$ cat config.mk
export PLATFORM = sky130hd
export DESIGN_NAME = counter_seq
export DESIGN_NICKNAME = d
export VERILOG_FILES = /design/src/rtl/counter_pkg.sv /design/src/rtl/counter_shadow.sv /design/src/rtl/counter_seq.sv
export SDC_FILE = /design/constraint.sdc
export NUM_CORES = 1
export LEC_CHECK = 0
export ABC_AREA = 1
export CAP_MARGIN = 20
export CORE_MARGIN = 2
export CORE_UTILIZATION = 47
export DETAILED_ROUTE_END_ITERATION = 7
export GPL_TIMING_DRIVEN = 0
export PLACE_DENSITY = 0.75
export SYNTH_ARGS = -nofsm -noshare
export SYNTH_HDL_FRONTEND = slang
export SYNTH_HIERARCHICAL = 1
export SYNTH_SLANG_ARGS = --single-unit
$ cat constraint.sdc
create_clock -name clk -period 1.6 [get_ports clk]
set_input_delay 0.48 -clock clk [delete_from_list [all_inputs] [get_ports clk]]
set_output_delay 0.48 -clock clk [all_outputs]
set_load 0.005 [all_outputs]
$ cat src/rtl/counter_pkg.sv
// Shared definitions for the counter command sequencer: opcodes, FSM state
// encodings and the default counter width.
package counter_pkg;

  localparam int DEFAULT_WIDTH = 4;

  localparam logic [1:0] OP_LOAD = 2'b00;
  localparam logic [1:0] OP_UP   = 2'b01;
  localparam logic [1:0] OP_DOWN = 2'b10;
  localparam logic [1:0] OP_RSVD = 2'b11;

  // Bit 0 is set in every non-idle state, so busy/ready come straight off one flop.
  typedef enum logic [1:0] {
    S_IDLE = 2'b00,
    S_LOAD = 2'b01,
    S_RUN  = 2'b11
  } state_t;

endpackage

$ cat src/rtl/counter_shadow.sv
// Shadow copy of the downstream up/down counter; flags any cycle where the
// real counter output disagrees with the prediction.
module counter_shadow
  import counter_pkg::*;
#(
  parameter int WIDTH = DEFAULT_WIDTH
) (
  input  logic             clk,
  input  logic             rst_n,
  input  logic             load,
  input  logic [WIDTH-1:0] din,
  input  logic             up_down,
  input  logic [WIDTH-1:0] count_in,
  output logic             mismatch
);

  logic [WIDTH-1:0] pred;

  function automatic logic [WIDTH-1:0] next_count(
    input logic [WIDTH-1:0] cur,
    input logic             ld,
    input logic [WIDTH-1:0] d,
    input logic             up
  );
    if (ld) begin
      return d;
    end else if (up) begin
      return cur + WIDTH'(1);
    end else begin
      return cur - WIDTH'(1);
    end
  endfunction

  // pred follows the same inputs on the same edge as the real counter
  always_ff @(posedge clk or negedge rst_n) begin
    if (!rst_n) begin
      pred     <= '0;
      mismatch <= 1'b0;
    end else begin
      pred <= next_count(pred, load, din, up_down);
      if (count_in != pred) begin
        mismatch <= 1'b1;
      end
    end
  end

endmodule

$ cat src/rtl/counter_seq.sv
// Command sequencer driving a loadable up/down counter with cycle-exact
// LOAD / UP / DOWN commands, plus a shadow check of the counter output.
module counter_seq
  import counter_pkg::*;
#(
  parameter int WIDTH = DEFAULT_WIDTH,
  parameter int LEN_W = 8
) (
  input  logic             clk,
  input  logic             rst_n,
  input  logic             cmd_valid,
  output logic             cmd_ready,
  input  logic [1:0]       cmd_op,
  input  logic [WIDTH-1:0] cmd_data,
  input  logic [LEN_W-1:0] cmd_len,
  output logic             load,
  output logic [WIDTH-1:0] din,
  output logic             up_down,
  input  logic [WIDTH-1:0] count_in,
  output logic             busy,
  output logic             done,
  output logic             mismatch,
  output logic             bad_op
);

  localparam logic [LEN_W-1:0] LEN_ONE = LEN_W'(1);

  state_t           state;
  logic [LEN_W-1:0] remaining;

  assign busy      = state[0];
  assign cmd_ready = ~state[0];

  always_ff @(posedge clk or negedge rst_n) begin
    if (!rst_n) begin
      state     <= S_IDLE;
      remaining <= '0;
      load      <= 1'b0;
      din       <= '0;
      up_down   <= 1'b0;
      done      <= 1'b0;
      bad_op    <= 1'b0;
    end else begin
      done <= 1'b0;
      unique case (state)
        S_IDLE: begin
          if (cmd_valid) begin
            unique case (cmd_op)
              OP_LOAD: begin
                load  <= 1'b1;
                din   <= cmd_data;
                state <= S_LOAD;
              end
              OP_UP, OP_DOWN: begin
                // zero-length runs complete at once and keep the old direction
                if (cmd_len != '0) begin
                  up_down   <= (cmd_op == OP_UP);
                  remaining <= cmd_len;
                  state     <= S_RUN;
                end else begin
                  done <= 1'b1;
                end
              end
              default: begin
                done   <= 1'b1;
                bad_op <= 1'b1;
              end
            endcase
          end
        end
        S_LOAD: begin
          load  <= 1'b0;
          done  <= 1'b1;
          state <= S_IDLE;
        end
        S_RUN: begin
          remaining <= remaining - LEN_ONE;
          if (remaining == LEN_ONE) begin
            done  <= 1'b1;
            state <= S_IDLE;
          end
        end
        default: state <= S_IDLE;
      endcase
    end
  end

  counter_shadow #(
    .WIDTH (WIDTH)
  ) u_shadow (
    .clk      (clk),
    .rst_n    (rst_n),
    .load     (load),
    .din      (din),
    .up_down  (up_down),
    .count_in (count_in),
    .mismatch (mismatch)
  );

`ifndef SYNTHESIS
  a_load_single : assert property (@(posedge clk) disable iff (!rst_n) load |=> !load);
  a_run_nonzero : assert property (@(posedge clk) disable iff (!rst_n)
                                   (state == S_RUN) |-> (remaining != '0));
`endif

endmodule

==> metrics.md <==
| Metric | Value |
|---|---|
| CTS Buf Count | 3 |
| Cell variety after synth | 26 |
| TritonRoute pass-1 iters | 4 |
| Crit-path most repeated cell | nand2_1 |
| Root Buffer | clkbuf_4 |
| Critical Path AT | 1.74 ns |
| RePlAce Congestion | 0.8080 |
| Die height | 60.12 microns |
| Worst-Skew Late Latency | 0.33 ns |
| H-Tree Depth | 1 |
| Pwr Total | 1.334 mW |
| Antenna Cells | 0 |
| Most frequent cells in the layout | nand2_1 (75), dfrtp_1 (21), inv_1 (19) |
| CP delay by family, top | simple AND/OR/NAND/NOR gates |
| Fill cells | 253 |
| Antenna viol nets, final | 0 |
| Site Rows | 20 |
| Number of enable flip-flop cells after synthesis | 0 |
| PwrDens | 658.3 mW/mm^2 |
| Reg clk slew, reported paths | 0.14 ns |
| Worst setup path startpoint | cmd_len[7] |
| CTS sink cnt | 23 |
| Crit path cell chain | clkdlybuf4s50_1 > nor2_1 > nand2_1 > nor2_4 > nand2_4 > nand2_8 > inv_6 > nand2_1 > nand2_1 |
| Largest net degree at the start of global routing | 24 |
| Slew Viols, Final | 0 |
| Initial antenna violation count | 0 |
| Starting Density | 48.88% |
| Fmax | 659.6 MHz |
| Worst Clk Skew | 0.006837 ns |
| Worst Hold Class | in -> async |
| Total leakage power | 1.073 nW |
| Area of the multi-input gates | 848.3 sq um |
| Yosys top cell area share | 38.88% |
| Vias in the first global route | 1,294 |
| Die W | 60.12 microns |
| CP max FO | 6 |
| Final setup TNS | 0 ns |
| Final HPWL DP | 2.302 mm |
| Hold-fix buffer count after cts | 0 |
| Worst IR Drop VDD | 0.0004142 V |
| Global route total overflow | 0 |
| Share of post-route cells with drive strength above 1 | 16.54% |
| CP max stage delay | 0.42 ns |
| Critical Path End Type | register |
| Total Wirelength | 3.336 mm |
| Top cell type by total area after synthesis | dfrtp_1 |
| CTS Buffer Depth | 2 |
| Status | finished, final reports clean |
| Final Hold Fails | 0 |
| DR vias/cell | 4.856 |
| CP required | 1.83 ns |
| Core area | 0.003028 sq mm |
| Tcrit/Tclk final | 94.76% |
| Global-route wire length before repair | 5.526 mm |
| Slowest cell on crit path | clkdlybuf4s50_1 |
| Hold WS | 0.4783 ns |
| Startpoint types | input pin |
| Synth Register Bits | 23 |
| Primary FF master, synth | dfrtp_1 |
| Fin nets | 284 |
| CP Class | in -> reg |
| Reg-to-Reg Start | up_down |
| Port bufs | 31 |
| Num ports | 32 |
| Residual DRC | 0 |
| Final setup vio count | 0 |
| Sequential share of the synthesized area | 38.88% |
| Register Area | 578.1 sq um |
| Commonest non-fill, non-tap cell in the layout | nand2_1 |
| Vias | 1,447 |
| Avg WL per Cell | 11.19 microns |
| GRT Resource Usage Total | 20.26% |
| Full die area | 0.003614 sq mm |
| Synth top area cells | dfrtp_1 (39%), nand2_1 (19%), ha_1 (5.9%), nand3_1 (5.7%), inv_1 (5.1%) |
| Fin crit period | 1.516 ns |
| Cell Area, Synth | 0.001480 sq mm |
| Slew @ Worst Pin | 0.5312 ns |
| Ys Warns | 6 |
| Initial DRC count | 78 |
| Max-cap violations | 0 |
| TritonCTS clock tree | built |
| Net Count, Synth | 232 |
| Max-slew headroom | 64.48% |
| Syn avg cell area | 7.291 sq um |
| Ys async rst share | 100.0% |
| Mapped Cells | 203 |
| Layout Area Growth over Synthesis | 36.94% |
| Unrepaired setup endpoints after global routing | no |
| Buf/Inv on CP | 2 |
-- what timing repair did --
| action | 4_1_cts | 5_1_grt |
|---|---|---|
| endpoints found under the setup margin | 20 | 8 |
| gates cloned | 1 | 0 |
| pin swaps | 4 | 0 |
| resized for setup | 24 | 3 |
| buffers inserted | 10 | 4 |
-- sequential cells by signal (all words and copies together) (netlist names) --
name and flops:
remaining 8, done 1, din 4, u_shadow/pred 4
load 1, up_down 1, u_shadow/mismatch 1, bad_op 1
state 2
-- logic make-up (layout without fill, tap and decap cells) --
kind of cell    Yosys count  in the layout  synth area share (%)
simple gates            128            129                 39.39
buf+inv                  24             74                 6.424
xor+xnor                  2              2                 1.184
flops                    23             23                 38.88
compound gates           18             18                 6.847
fa+ha+maj                 8              8                 7.269
-- cell type report --
cell class / instances / share of cell area [%]
multi-input combinational: 157 / 41.85
clock inverter: 1 / 0.3704
clock buffer: 3 / 1.111
inverter: 24 / 4.938
sequential: 23 / 28.52
timing repair buffer: 46 / 20.49
tap: 44 / 2.716
-- synth_stat cells (all sizes together) (2+ instances only) --
library cell and number:
a21oi 3, dfrtp 23, ha 7, inv 24
nand2 83, nand3 17, nand4 3, nor2 19
nor3 2, o21ai 11, or2 3, xnor2 2
-- report_power, final --
part           internal, mW  switching [mW]
Clock                0.0957           0.197
Combinational         0.187           0.201
Sequential            0.625          0.0286
-- routing by layer --
layer	part of all wire, %	routed length [microns]	global-route usage [%]
met5	0	0	0
met2	44	1479	29.97
met3	3.9	131	1.299
met1	49	1646	29.92
met4	2.4	79	9.524
-- stage by stage --
| step | cell area, sq um | utilization (%) | setup slack [ns] | std cells |
|---|---|---|---|---|
| 5_1_grt | 2027 | 66.94 | 0.009979 | 298 |
| 6_report | 2027 | 66.94 | 0.08386 | 298 |
| 3_3_place_gp | 1846 | 60.95 | -0.4675 | 278 |
| 4_1_cts | 1976 | 65.25 | 0.01221 | 293 |
| 3_5_place_dp | 1846 | 60.95 | -0.4996 | 278 |
| 2_1_floorplan | 1480 | - | 0.1722 | 203 |
-- path summary, 6_finish.rpt --
| check | to | depth (start not counted) | slack, ns |
|---|---|---|---|
| worst max register to register | u_shadow/pred[3] | 8 | 0.11 |
| min in group clk | bad_op | 1 | 0.48 |
| max in group asynchronous | state[0] | 2 | 0.63 |
| worst min-delay path | din[1] | 1 | 0.48 |
| worst max-delay path | remaining[5] | 9 | 0.08 |
| worst min register to register | bad_op | 1 | 0.48 |
Power figures use the tool's default switching activity.
